--- config.mk ---
export PLATFORM = sky130hd
export DESIGN_NAME = ysyx_23060236_div_iter
export DESIGN_NICKNAME = d
export VERILOG_FILES = /design/src/rtl/ysyx_23060236_div_iter_pkg.sv /design/src/rtl/ysyx_23060236_div_step.sv /design/src/rtl/ysyx_23060236_div_iter.sv
export SDC_FILE = /design/constraint.sdc
export NUM_CORES = 1
export LEC_CHECK = 0
export CORE_ASPECT_RATIO = 0.5
export CORE_MARGIN = 2
export CORE_UTILIZATION = 60
export CTS_CLUSTER_DIAMETER = 30
export DETAILED_ROUTE_END_ITERATION = 10
export PLACE_DENSITY = 0.93
export SYNTH_ARGS = -nofsm -noshare
export SYNTH_HDL_FRONTEND = slang
export SYNTH_SLANG_ARGS = --single-unit
--- constraint.sdc ---
create_clock -name clock -period 13.4 [get_ports clock]
set_input_delay 1.34 -clock clock [delete_from_list [all_inputs] [get_ports clock]]
set_output_delay 1.34 -clock clock [all_outputs]
set_load 0.05 [all_outputs]
--- src/rtl/ysyx_23060236_div_iter_pkg.sv ---
// Shared definitions for the iterative divider: FSM state encodings and the
// default operand width.
package ysyx_23060236_div_iter_pkg;

    // Default operand/result width (RV32M); must be even
    localparam int DIV_WIDTH = 32;

    // Divider control states
    typedef enum logic [1:0] {
        DIV_IDLE = 2'd0,
        DIV_CALC = 2'd1,
        DIV_DONE = 2'd2
    } divState_e;

endpackage

--- src/rtl/ysyx_23060236_div_step.sv ---
// One restoring division step: shift {prem,quot} left by one, try to
// subtract the divisor, keep the difference if it did not go negative and
// shift the resulting quotient bit in at the bottom. Purely combinational.
module ysyx_23060236_div_step
    import ysyx_23060236_div_iter_pkg::*;
#(
    parameter int WIDTH = DIV_WIDTH
) (
    input  logic [WIDTH:0]   prem_i,
    input  logic [WIDTH-1:0] quot_i,
    input  logic [WIDTH-1:0] divisor_i,
    output logic [WIDTH:0]   prem_o,
    output logic [WIDTH-1:0] quot_o
);

    logic [WIDTH+1:0] shifted;
    logic [WIDTH+1:0] trial;

    // Trial subtraction one bit wider than prem so its MSB is a clean sign bit
    always_comb begin
        shifted = {prem_i, quot_i[WIDTH-1]};
        trial   = shifted - {2'b00, divisor_i};
        prem_o  = trial[WIDTH+1] ? shifted[WIDTH:0] : trial[WIDTH:0];
        quot_o  = {quot_i[WIDTH-2:0], ~trial[WIDTH+1]};
    end

endmodule

--- src/rtl/ysyx_23060236_div_iter.sv ---
// Iterative restoring divider for RV32M DIV/DIVU/REM/REMU. Accepts a request
// on div_valid & div_ready, runs one (or two) restoring steps per cycle and
// pulses div_outvalid for one cycle with the sign-corrected quotient and
// remainder on res/rem.
// Optional build macro: YSYX_23060236_DIV_RADIX4_EN retires two quotient
// bits per cycle by cascading two step instances.
module ysyx_23060236_div_iter
    import ysyx_23060236_div_iter_pkg::*;
#(
    parameter int WIDTH = DIV_WIDTH
) (
    input  logic             clock,
    input  logic             reset,
    input  logic             div_valid,
    output logic             div_ready,
    input  logic             div_sign,
    input  logic [WIDTH-1:0] div1,
    input  logic [WIDTH-1:0] div2,
    output logic [WIDTH-1:0] res,
    output logic [WIDTH-1:0] rem,
    output logic             div_outvalid
);

    localparam int CNT_W = $clog2(WIDTH);
    localparam logic [WIDTH-1:0] ALL_ONES = {WIDTH{1'b1}};
    localparam logic [WIDTH-1:0] MIN_INT  = {1'b1, {(WIDTH-1){1'b0}}};

    divState_e        state_q, state_d;
    logic [CNT_W-1:0] cnt_q, cnt_d;
    logic [WIDTH:0]   prem_q, prem_d;
    logic [WIDTH-1:0] quot_q, quot_d;
    logic [WIDTH-1:0] divisor_q, divisor_d;
    logic             qNeg_q, qNeg_d;
    logic             rNeg_q, rNeg_d;
    logic [WIDTH-1:0] res_q, res_d;
    logic [WIDTH-1:0] rem_q, rem_d;

    logic [WIDTH:0]   stepPrem;
    logic [WIDTH-1:0] stepQuot;
    logic [WIDTH-1:0] absDividend;
    logic [WIDTH-1:0] absDivisor;
    logic             lastStep;

`ifdef YSYX_23060236_DIV_RADIX4_EN
    localparam logic [CNT_W-1:0] LAST_CNT = CNT_W'(WIDTH / 2 - 1);

    logic [WIDTH:0]   midPrem;
    logic [WIDTH-1:0] midQuot;

    ysyx_23060236_div_step #(.WIDTH(WIDTH)) u_step0 (
        .prem_i    (prem_q),
        .quot_i    (quot_q),
        .divisor_i (divisor_q),
        .prem_o    (midPrem),
        .quot_o    (midQuot)
    );

    ysyx_23060236_div_step #(.WIDTH(WIDTH)) u_step1 (
        .prem_i    (midPrem),
        .quot_i    (midQuot),
        .divisor_i (divisor_q),
        .prem_o    (stepPrem),
        .quot_o    (stepQuot)
    );
`else
    localparam logic [CNT_W-1:0] LAST_CNT = CNT_W'(WIDTH - 1);

    ysyx_23060236_div_step #(.WIDTH(WIDTH)) u_step0 (
        .prem_i    (prem_q),
        .quot_i    (quot_q),
        .divisor_i (divisor_q),
        .prem_o    (stepPrem),
        .quot_o    (stepQuot)
    );
`endif

    // Operand magnitudes; abs(MIN_INT) wraps to itself, which is exact as unsigned
    always_comb begin
        absDividend = (div_sign && div1[WIDTH-1]) ? -div1 : div1;
        absDivisor  = (div_sign && div2[WIDTH-1]) ? -div2 : div2;
        lastStep    = (cnt_q == LAST_CNT);
    end

    // Next-state logic: accept, iterate, then sign-correct into res/rem on exit
    always_comb begin
        state_d   = state_q;
        cnt_d     = cnt_q;
        prem_d    = prem_q;
        quot_d    = quot_q;
        divisor_d = divisor_q;
        qNeg_d    = qNeg_q;
        rNeg_d    = rNeg_q;
        res_d     = res_q;
        rem_d     = rem_q;
        case (state_q)
            DIV_IDLE: begin
                if (div_valid) begin
                    if (div2 == '0) begin
                        res_d   = ALL_ONES;
                        rem_d   = div1;
                        state_d = DIV_DONE;
                    end else if (div_sign && (div1 == MIN_INT) && (div2 == ALL_ONES)) begin
                        res_d   = MIN_INT;
                        rem_d   = '0;
                        state_d = DIV_DONE;
                    end else begin
                        prem_d    = '0;
                        quot_d    = absDividend;
                        divisor_d = absDivisor;
                        qNeg_d    = div_sign & (div1[WIDTH-1] ^ div2[WIDTH-1]);
                        rNeg_d    = div_sign & div1[WIDTH-1];
                        cnt_d     = '0;
                        state_d   = DIV_CALC;
                    end
                end
            end
            DIV_CALC: begin
                prem_d = stepPrem;
                quot_d = stepQuot;
                cnt_d  = cnt_q + CNT_W'(1);
                if (lastStep) begin
                    res_d   = qNeg_q ? -stepQuot : stepQuot;
                    rem_d   = rNeg_q ? -stepPrem[WIDTH-1:0] : stepPrem[WIDTH-1:0];
                    state_d = DIV_IDLE;
                    state_d = DIV_DONE;
                end
            end
            DIV_DONE: begin
                state_d = DIV_IDLE;
            end
            default: begin
                state_d = DIV_IDLE;
            end
        endcase
    end

    // State register; reset aborts any division and clears the results
    always_ff @(posedge clock) begin
        if (reset) begin
            state_q   <= DIV_IDLE;
            cnt_q     <= '0;
            prem_q    <= '0;
            quot_q    <= '0;
            divisor_q <= '0;
            qNeg_q    <= 1'b0;
            rNeg_q    <= 1'b0;
            res_q     <= '0;
            rem_q     <= '0;
        end else begin
            state_q   <= state_d;
            cnt_q     <= cnt_d;
            prem_q    <= prem_d;
            quot_q    <= quot_d;
            divisor_q <= divisor_d;
            qNeg_q    <= qNeg_d;
            rNeg_q    <= rNeg_d;
            res_q     <= res_d;
            rem_q     <= rem_d;
        end
    end

    // Handshake and result outputs decode directly from registered state
    always_comb begin
        div_ready    = (state_q == DIV_IDLE);
        div_outvalid = (state_q == DIV_DONE);
        res          = res_q;
        rem          = rem_q;
    end

endmodule
# --- Yosys cells after proc, flatten, opt, wreduce, memory -nomap -nowiden ---
# Cells that the tools add are included.
totals:
  register_bits: 170
  output_inout_bits: 66
  input_bits: 68
op_classes:
  eq_ne: 10
  n_mux: 32
  addsub: 6
  bitwise_logic: 6
  reduce_logical: 11
op_table:
  columns: ["op", "count"]
  rows:
  - ["$mux W32", 15]
  - ["$pmux W32 S2", 3]
  - ["$mux W33", 4]
  - ["$neg A32 Y32", 4]
  - ["$pmux W33 S2", 1]
  - ["$eq A32 B32 Y1 const B", 2]
  - ["$sub A34 B32 Y34", 1]
  - ["$logic_not A32 Y1", 1]
  - ["$mux W5", 3]
  - ["$reduce_and A4 Y1", 3]
  - ["$pmux W5 S2", 1]
  - ["$mux W2", 4]
  - ["$ne A2 B2 Y1 const B", 4]
  - ["$add A5 B1 Y5 const B", 1]
  - ["$eq A5 B5 Y1 const B", 1]
  - ["$logic_and A1 B1 Y1", 4]
  - ["$pmux W2 S2", 1]
  - ["$ne A3 B1 Y1 const B", 1]
  - ["$not A1 Y1", 3]
  - ["$and A1 B1 Y1", 2]
  - ["$eq A2 B1 Y1 const B", 1]
  - ["$eq A2 B2 Y1 const B", 1]
  - ["$logic_not A2 Y1", 1]
  - ["$reduce_and A2 Y1", 1]
  - ["other kinds (2)", 2]

# --- Depth between registers and ports, before layout ---
logic_depth:
  ltp_word: 7
  mapped_depth: 24
  depth_no_buf: 20

# --- By module ---
# Synthesis repeated with hierarchy kept, for this count alone.
unflattened:
  cells_unflattened: 1572
  hier_area_um2: 12714.7
by_module_without_submodules:
  columns: ["mod", "cells_per_inst", "seq_area_each_um2", "instances", "area_per_inst_um2"]
  rows:
  - ["ysyx_23060236_div_iter", 1235, 3403.3, 1, 10268.6]
  - ["ysyx_23060236_div_step", 337, 0.0, 1, 2446.1]

# --- Worst setup path before layout ---
# OpenSTA, ideal clock, no wires.
synth_timing:
  kind: "register to register"
  startpoint: "register divisor_q[23]"
  endpoint: "register rem_q[28], in the netlist rem[28]"
  stages_incl_launch_ff: 21
  n_path_buf: 3
  required_time_ns: 13.269
  setup_time_ns: 0.131
  slack_ns: 8.520
  arrival_ns: 4.749
  path_cell_list: "dfxtp_1 > inv_1 > ha_1 > clkbuf_1 > nand2_1 > or4_4 > a311oi_4 > nor3_2 > nor2_4 > buf_2 > buf_2 > mux2i_1 > ha_1 > nand4_1 > or4_1 > a21oi_1 > a31oi_1 > or4_1 > o21ai_0 > xnor2_1 > o22ai_1"
synth_between:
  elab_chain_len: 6
synth_lines:
  columns: ["element", "line", "source"]
  rows:
  - ["from (decl)", "ysyx_23060236_div_iter.sv:32", "logic [WIDTH-1:0] divisor_q, divisor_d;"]
  - ["from (signal assigned)", "ysyx_23060236_div_iter.sv:154", "divisor_q <= divisor_d;"]
  - ["$sub A34 B32 Y34 (*)", "ysyx_23060236_div_step.sv:22", "trial = shifted - {2'b00, divisor_i};"]
  - ["$mux W33 (*)", "ysyx_23060236_div_step.sv:23", "prem_o = trial[WIDTH+1] ? shifted[WIDTH:0] : trial[WIDTH:0];"]
  - ["$neg A32 Y32", "ysyx_23060236_div_iter.sv:123", "rem_d = rNeg_q ? -stepPrem[WIDTH-1:0] : stepPrem[WIDTH-1:0];"]
  - ["$mux W32 (*)", "ysyx_23060236_div_iter.sv:123", null]
  - ["$mux W32 (*)", "ysyx_23060236_div_iter.sv:121", "if (lastStep) begin"]
  - ["$pmux W32 S2 (*)", "ysyx_23060236_div_iter.sv:95", "case (state_q)"]
  - ["to (signal assigned)", "ysyx_23060236_div_iter.sv:158", "rem_q <= rem_d;"]
  - ["to (decl)", "ysyx_23060236_div_iter.sv:36", "logic [WIDTH-1:0] rem_q, rem_d;"]
# Every way passes the cells marked *; elsewhere a longest branch is shown, timed or not. The select of a mux whose other input is x is not followed.
# A chain may end at the register's enable or synchronous reset.

# --- Worst setup path in the final report ---
layout_timing:
  startpoint: "register prem_q[18]"
  endpoint: "register rem_q[24], in the netlist rem[24]"
layout_between:
  elab_chain_len: 6
layout_lines:
  columns: ["element", "line", "source"]
  rows:
  - ["from (decl)", "ysyx_23060236_div_iter.sv:30", "logic [WIDTH:0] prem_q, prem_d;"]
  - ["from (signal assigned)", "ysyx_23060236_div_iter.sv:152", "prem_q <= prem_d;"]
  - ["$sub A34 B32 Y34", "ysyx_23060236_div_step.sv:22", null]
  - ["$mux W33 (*)", "ysyx_23060236_div_step.sv:23", null]
  - ["$neg A32 Y32", "ysyx_23060236_div_iter.sv:123", null]
  - ["$mux W32 (*)", "ysyx_23060236_div_iter.sv:123", null]
  - ["$mux W32 (*)", "ysyx_23060236_div_iter.sv:121", null]
  - ["$pmux W32 S2 (*)", "ysyx_23060236_div_iter.sv:95", null]
# Marked as above.

==> results.rst <==
.. list-table::
   :header-rows: 1

   * - Metric
     - Value
   * - Status
     - complete, no violations
   * - GRT met3 Usage
     - 8.936%
   * - Global route hottest layer
     - met2
   * - Max-capacitance violation count
     - 0
   * - Type of element capturing the critical path
     - register
   * - Area enclosed by the die boundary
     - 21740 um^2
   * - FF/Latch Area
     - 3403 um^2
   * - Net count of the mapped netlist
     - 1772
   * - Number of ports placed on the die boundary
     - 134
   * - Clock Tree Root
     - clkbuf_16
   * - Slew at the pin with the worst max-slew slack
     - 1.184 ns
   * - Quantity of gates resized following cts
     - 0
   * - Final cycle utilization of the critical path
     - 44.38%
   * - Avg Vias per Cell
     - 6.606
   * - Vias after detailed routing
     - 13130
   * - Total clock sinks
     - 170
   * - Maximum clock frequency
     - 0.1682 GHz
   * - Met2 usage in global routing
     - 54.83%
   * - I/O Buffers
     - 133
   * - Final Net Count
     - 1817
   * - Final hold violations
     - 0
   * - Cells after Synth
     - 1664
   * - Worst Path Class, Setup
     - reg -> reg
   * - Number of post-CTS setup repair buffers
     - 0
   * - Mapped cell area
     - 12300 um^2
   * - Length of the first detailed-routing pass in iterations
     - 6
   * - Utilization after layout
     - 71.67%
   * - Clock buffer depth
     - 2
   * - Global-route usage over all layers
     - 35.27%
   * - CTS tree
     - done
   * - Max IR drop VDD
     - 0.0002425 V
   * - Hold_ws
     - 0.4546 ns
   * - Wire length of the first global-routing pass
     - 61.63 mm
   * - Number of global-route vias before repair
     - 11810
   * - Post-synthesis register bit count
     - 170
   * - Time the worst path needs with I/O delays and setup
     - 5.947 ns
   * - Post-route antenna net violation count
     - 0
   * - WP buf/inv
     - 1
   * - CP Data Required Time
     - 13.77 ns
   * - Kind of cell adding the most delay to the critical path
     - simple AND/OR/NAND/NOR gates
   * - Kind of launch point of the worst setup path
     - register
   * - Cell-by-cell trace of the critical path
     - ha_1 -> and2_1 -> nand3_2 -> or4_4 -> a311oi_4 -> o21a_1 -> nor2_4 -> buf_4 -> mux2i_1 -> ha_1 -> o2111ai_1 -> nor4_1 -> nor2b_1 -> a31oi_1 -> nor4_2 -> nand2_1 -> a211o_1 -> a31oi_1
   * - Cell at the slowest stage of the critical path
     - o21a_1
   * - Worst-case register-to-register setup slack
     - 7.45 ns
   * - Number of buffers inserted by hold repair at cts
     - 0
   * - Area of placed instances
     - 13590 um^2
   * - Cell Count Post-Placement
     - 1956
   * - Tightest Hold Check Type
     - reg -> reg
   * - Post-route cell area
     - 14170 um^2
   * - Num CTS Buffers
     - 17
   * - PD cells
     - 306.2 nW/um^2
   * - Top FF cell, synth
     - dfxtp_1
   * - DRC violation count after routing
     - 0
   * - Total wire length after detailed routing
     - 38.64 mm
   * - Wire length per cell after detailed routing
     - 19.44 um
   * - Non-filler instance count after layout
     - 1988
   * - Number of DRC markers in iteration 0
     - 1694
   * - Area of the core
     - 19770 um^2
   * - Setup Viol. Count Final
     - 0
   * - Relative slew margins
     - 20.35%
   * - Number of flops mapped to enable cells by yosys
     - 0
   * - Clock transition at the registers of the reported paths
     - 0.07 ns
   * - Count of pins over their slew limit
     - 0
   * - Worst-skew pair later-pin latency
     - 0.44 ns
   * - Antenna Diode Count
     - 0
   * - Mean cell area of the mapped netlist
     - 7.394 um^2
   * - Number of filler cells placed in the layout
     - 1535
   * - Number of warnings issued by yosys
     - 0
   * - Die Height
     - 105.3 um
   * - Fraction of final layout cells sized beyond drive strength 1
     - 5.052%
   * - Static leakage
     - 0.005104 uW
   * - Sequential cell area fraction in the yosys report
     - 27.66%
   * - Largest driver fanout on the critical path
     - 35
   * - Number of levels in the clock H-tree
     - 4
   * - Total Negative Setup Slacks
     - 0 ns
   * - Delay of the slowest cell on the worst path
     - 0.56 ns
   * - GR Layer Usage met1
     - 47.79%
   * - Initial antenna violation count
     - 0
   * - Area used by multi-input combinational logic
     - 8249 um^2
   * - Total global routing overflow
     - 0
   * - Async set-or-reset flop fraction in the synthesized netlist
     - 0%
   * - Clk_skew
     - 0.01248 ns
   * - Signal arrival time at the worst endpoint
     - 6.32 ns
   * - Distinct cell type count of the synthesized netlist
     - 84
   * - Unrepaired setup endpoints after global routing
     - false
   * - Total half-perimeter wirelength after legalization and detailed placement
     - 27.21 mm
   * - Horiz. Die Dim
     - 206.5 um
   * - Weighted congestion reported at the end of routability-driven placement
     - 0.9826
   * - Cell row count
     - 36
   * - Pin count of the biggest net entering global routing
     - 102
   * - Effective utilization at floorplan
     - 62.22%
   * - Synth-to-layout area growth
     - 15.18%
-- state kept, by name (all words and copies together) (netlist names) --
signal     cells
prem_q        33
divisor_q     32
quot_q        32
rem           32
res           32
cnt_q          5
state_q        2
qNeg_q         1
rNeg_q         1
-- area by class of cell --
type                            count  area share, %
Clock buffer                       21          3.320
Clock inverter                     11         0.7593
Inverter                           47          1.280
Multi-Input combinational cell   1327          58.21
Sequential cell                   170          24.02
Tap cell                          266          2.349
Timing Repair Buffer              146          10.07
-- per-layer routing --
metal | up-vias | wire length (um)
met2 | 786 | 16930
met4 | 0 | 1118
li1 | 6158 | -
met5 | - | 0
met1 | 6062 | 15970
met3 | 127 | 4633
-- cell usage after synthesis (17+ instances only) --
cell / n / area (um^2)
nor4_1: 23 / 143.9
buf_2: 25 / 125.1
a21oi_1: 137 / 685.7
nor3_1: 79 / 395.4
o31ai_1: 26 / 195.2
xnor2_1: 85 / 744.5
o21ai_0: 67 / 335.3
nor2_1: 241 / 904.6
or3_1: 19 / 118.9
nand2_1: 144 / 540.5
clkbuf_1: 83 / 311.6
xor2_1: 48 / 420.4
a221oi_1: 19 / 166.4
a31oi_1: 33 / 206.5
ha_1: 39 / 488.0
a211oi_1: 61 / 457.9
or4_1: 17 / 127.6
nand4_1: 21 / 131.4
o211ai_1: 28 / 210.2
nand3_1: 33 / 165.2
dfxtp_1: 170 / 3403
mux2i_1: 19 / 190.2
inv_1: 45 / 168.9
-- per-stage QoR --
step                worst slack [ns]  total power, uW
floorplan                      8.521             2991
global placement               7.754             3600
detailed placement             7.650             3665
CTS                            7.637             4198
global route                   7.067             4603
finish                         7.453             4340
-- worst reg2reg max path: stages, from the launching register on --
cell,delay (ns)
dfxtp_1,0.37
ha_1,0.46
and2_1,0.36
nand3_2,0.15
or4_4,0.47
a311oi_4,0.29
o21a_1,0.56
nor2_4,0.11
buf_4,0.33
mux2i_1,0.33
ha_1,0.31
o2111ai_1,0.15
nor4_1,0.34
nor2b_1,0.24
a31oi_1,0.24
nor4_2,0.56
nand2_1,0.17
a211o_1,0.32
a31oi_1,0.12
-- report_power, final --
part | switching [uW] | internal [uW] | leakage [uW]
clock network | 223 | 273 | 0.000286
logic | 2070 | 1120 | 0.00343
registers | 91.8 | 563 | 0.00138
-- final timing paths --
check | to | cells after the start | start
setup / recovery | rem[24]$_SDFFE_PP0P_ | 18 | prem_q[18]$_SDFFE_PP0P_
hold reg to reg | divisor_q[31]$_SDFFE_PP0P_ | 2 | divisor_q[31]$_SDFFE_PP0P_
setup reg to reg | rem[24]$_SDFFE_PP0P_ | 18 | prem_q[18]$_SDFFE_PP0P_
hold / removal | divisor_q[31]$_SDFFE_PP0P_ | 2 | divisor_q[31]$_SDFFE_PP0P_
-- placed cells by master, fill, tap and decap left out, types with 5 or more instances in the layout --
cell type	count
nor2_1	240
dfxtp_1	170
nand2_1	144
a21oi_1	137
clkdlybuf4s50_1	132
xnor2_1	85
nor3_1	79
o21ai_0	67
a211oi_1	61
xor2_1	48
inv_1	45
ha_1	39
nand3_1	33
a31oi_1	33
o211ai_1	28
o31ai_1	26
nor4_1	23
nand4_1	21
mux2i_1	19
or3_1	19
a221oi_1	19
or4_1	17
clkbuf_16	17
o41ai_1	16
a21o_1	15
buf_4	14
and3_1	13
o21a_1	11
mux2_2	10
nor2b_1	8
a311oi_1	7
and2_1	6
nand2b_1	6
a21boi_0	5
-- logic make-up after synthesis --
| kind of cell | count (synthesis) | share of synthesized area [%] |
|---|---|---|
| AOI/OAI and AO/OA | 484 | 26.31 |
| xor gates and xnor gates | 133 | 9.468 |
| adders and majority gates | 40 | 4.129 |
| buffers and inverters | 167 | 5.522 |
| DFF | 170 | 27.66 |
| muxes | 29 | 2.461 |
| and+or+nand+nor | 641 | 24.45 |
Note: power is estimated with default switching activity, not from simulation.
==> edit 1 (same flow settings) <==
Change the package constant `DIV_WIDTH` from 32 to 16.
--- a/src/rtl/ysyx_23060236_div_iter_pkg.sv
+++ b/src/rtl/ysyx_23060236_div_iter_pkg.sv
@@ -3,7 +3,7 @@
 package ysyx_23060236_div_iter_pkg;
 
     // Default operand/result width (RV32M); must be even
-    localparam int DIV_WIDTH = 32;
+    localparam int DIV_WIDTH = 16;
 
     // Divider control states
     typedef enum logic [1:0] {
Ports: changed (resized div1, div2, rem and res); port bits go from 134 to 70. No check against the original RTL was run, so the function may have changed too.
==> edit 1 against the original RTL <==
  * Setup slack improved by 1100 ps
  * Sequential cell count fell by 81
  * Final area fell by 50%
  * Critical endpoint is now rem[8]
  * Combinational power fell by 92%
  * Clock skew fell by 0.93 ps
  * The run now ends with DRC left
  * Die area fell by 49%
  * Synthesized area fell by 50%
  * Power fell by 82%
  * Routed wire length fell by 53%
  * Sequential share of layout area rose by 0.91 points
  * Global-route usage fell by 3.6 points
==> edit 1: results <==
{
  "grt_max_degree": 92,
  "synth_top_area_frac": 0.288,
  "p_leak_nw": 2.60,
  "seq_area_frac_synth": 0.288,
  "syn_nets": 877,
  "max_stage_delay_ps": 440,
  "via_count": 6439,
  "largest_reg_flops": 17,
  "port_buffers": 69,
  "clkLatencyLatePin_ps": 360,
  "skew_ps": 11.5,
  "dr_wl_met2_mm": 8.30,
  "h-tree-depth": 3,
  "drc": 1,
  "cp_max_fo": 30,
  "cp.arrival_ps": 5080,
  "r2r_setup_slack_ps": 8590,
  "first_global_vias": 5705,
  "cp_slowest_cell": "dfxtp_1",
  "placed_area_mm2": 0.00685,
  "min_from": "divisor_q[15]",
  "grt_usage": 0.317,
  "status": "finished, violations left",
  "critPathLaunch": "prem_q[5]",
  "max-vdd-ir-drop_v": 0.0000626,
  "nets": 911,
  "wl_met1_mm": 7.40,
  "dr.pass1.iters": 8,
  "drt-initial-drc-count": 968,
  "violations": "DRC",
  "layout-drive-gt1-share": 0.0630,
  "cts_buffers": 9,
  "dpl.hpwl_mm": 12.7,
  "synth.top_cells.by_count": "nor2_1 (110), dfxtp_1 (89), nand2_1 (84), a21oi_1 (71), a211oi_1 (43)",
  "wl_met3_mm": 1.89,
  "use_met2": 0.534,
  "hold_slack_ps": 466
}
-- edit 1: kinds of logic after synthesis --
| kind of cell | synth area share |
|---|---|
| flip-flops | 0.288 |
| AND/OR/NAND/NOR | 0.220 |
| multiplexers | 0.0263 |
| adder cells (fa/ha/maj) | 0.0478 |
| buffers and inverters | 0.0642 |
| XOR/XNOR | 0.0949 |
| AO/OA/AOI/OAI | 0.259 |
-- edit 1: power by group through the flow --
stage	combinational [mW]	clock (mW)	sequential, mW
global route	0.260	0.264	0.290
global placement	0.224	0	0.294
floorplan	0.180	0	0.290
finish	0.242	0.255	0.289
detailed placement	0.231	0	0.294
CTS	0.234	0.254	0.288
-- edit 1: cell type report --
cell class,count,area [um2]
Multi-Input combinational cell,640,4020
Clock buffer,9,225
Tap cell,140,175
Timing Repair Buffer,76,738
Clock inverter,7,73.8
Inverter,36,138
Fill cell,756,2970
Sequential cell,89,1780
-- edit 1: worst min-delay path: stages, from the launching register on --
cell	delay (ps)
dfxtp_1	320
nand2_1	50
a21oi_1	50
==> edit 2 (same flow settings) <==
Without the edit above. Re-encode `divState_e` (3 states) as one-hot, 3 bits wide.
--- a/src/rtl/ysyx_23060236_div_iter_pkg.sv
+++ b/src/rtl/ysyx_23060236_div_iter_pkg.sv
@@ -6,10 +6,10 @@
     localparam int DIV_WIDTH = 32;
 
     // Divider control states
-    typedef enum logic [1:0] {
-        DIV_IDLE = 2'd0,
-        DIV_CALC = 2'd1,
-        DIV_DONE = 2'd2
+    typedef enum logic [2:0] {
+        DIV_IDLE = 3'b001,
+        DIV_CALC = 3'b010,
+        DIV_DONE = 3'b100
     } divState_e;
 
 endpackage
Function: no difference found for any inputs over 4 cycles, from zero or initial values and one cycle with reset high; so few cycles prove little.
==> edit 2 against the original RTL <==
  * Routed wire length rose by 0.83%
  * Hold slack improved by 2.3 ps
  * Final area fell by 2.4%
  * Sequential cell count rose by 1
  * Utilization fell by 0.78 points
  * Setup slack got worse by 220 ps
  * Synthesized area fell by 2.7%
  * Global-route usage rose by 1.2 points
  * Largest cell class unchanged
  * Highest routed layer unchanged
Power is left out: it rests on default switching activity, and per cell area and clock period it moved more than threefold.
==> edit 2: results <==
{
  "clock-sinks": 171,
  "status": "completed",
  "hold_end": "res[7]",
  "dpl.hpwl_mm": 28.4,
  "max_stage_delay_ps": 850,
  "seq_area_frac_synth": 0.286,
  "synth.top_cells.by_count": "nor2_1 (254), dfxtp_1 (171), nand2_1 (124), a21oi_1 (108), clkbuf_1 (89)",
  "nNonClkBuffers": 142,
  "via_count": 12700,
  "nNonClkInverters": 52,
  "skew_ps": 10.7,
  "syn_nets": 1709,
  "seq_area_mm2": 0.00342,
  "synth_area_leaders": "dfxtp_1 (29%), nor2_1 (8.0%), xnor2_1 (5.6%)",
  "clkCellAreaFrac": 0.0392,
  "hold_slack_ps": 457,
  "r2r_setup_slack_ps": 7250,
  "grt_usage": 0.364,
  "min_from": "res[7]",
  "grt_first_pass_wirelength_mm": 62.0,
  "dp.cells": 1896,
  "first_global_vias": 11700,
  "cp_max_fo": 105,
  "reg2reg_from": "divisor_q[7]",
  "final_util": 0.709,
  "multi_input_cells": 1265,
  "placed_area_mm2": 0.0133,
  "nets": 1757,
  "maxSlewHeadroom": 0.218,
  "multi_input_area_share": 0.574,
  "vias_per_cell": 6.60,
  "grt_max_degree": 106,
  "drt-initial-drc-count": 1615,
  "ys_types": 75,
  "r2r-end": "rem[30]",
  "syn_avg_cell_area_um2": 7.48
}
-- edit 2: metal layers --
layer  vias up  global-route usage  routed length [um]
met5         -                   0                   0
met4         0               0.127                1160
met3       106              0.0645                3680
met2       728               0.567               17400
met1      5959               0.507               16700
li1       5913                   -                   -
-- edit 2: cell families (layout without fill, tap and decap cells) --
family / after synthesis / in the layout / synth area share
XOR/XNOR: 141 / 141 / 0.105
multiplexers: 26 / 26 / 0.0220
flip-flops: 171 / 171 / 0.286
buffers and inverters: 165 / 224 / 0.0537
AO/OA/AOI/OAI: 446 / 446 / 0.251
AND/OR/NAND/NOR: 612 / 612 / 0.240
adder cells (fa/ha/maj): 40 / 40 / 0.0424
-- edit 2: how the worst max path moves through the flow --
stage	endpoint	startpoint	slack [ps]
finish	quot_q[14]	div2[0]	7230
global placement	quot_q[18]	div2[0]	7100
floorplan	rem[30]	prem_q[7]	8020
detailed placement	quot_q[14]	div2[0]	6920
global route	rem[30]	divisor_q[7]	6830
CTS	rem[30]	divisor_q[7]	7350
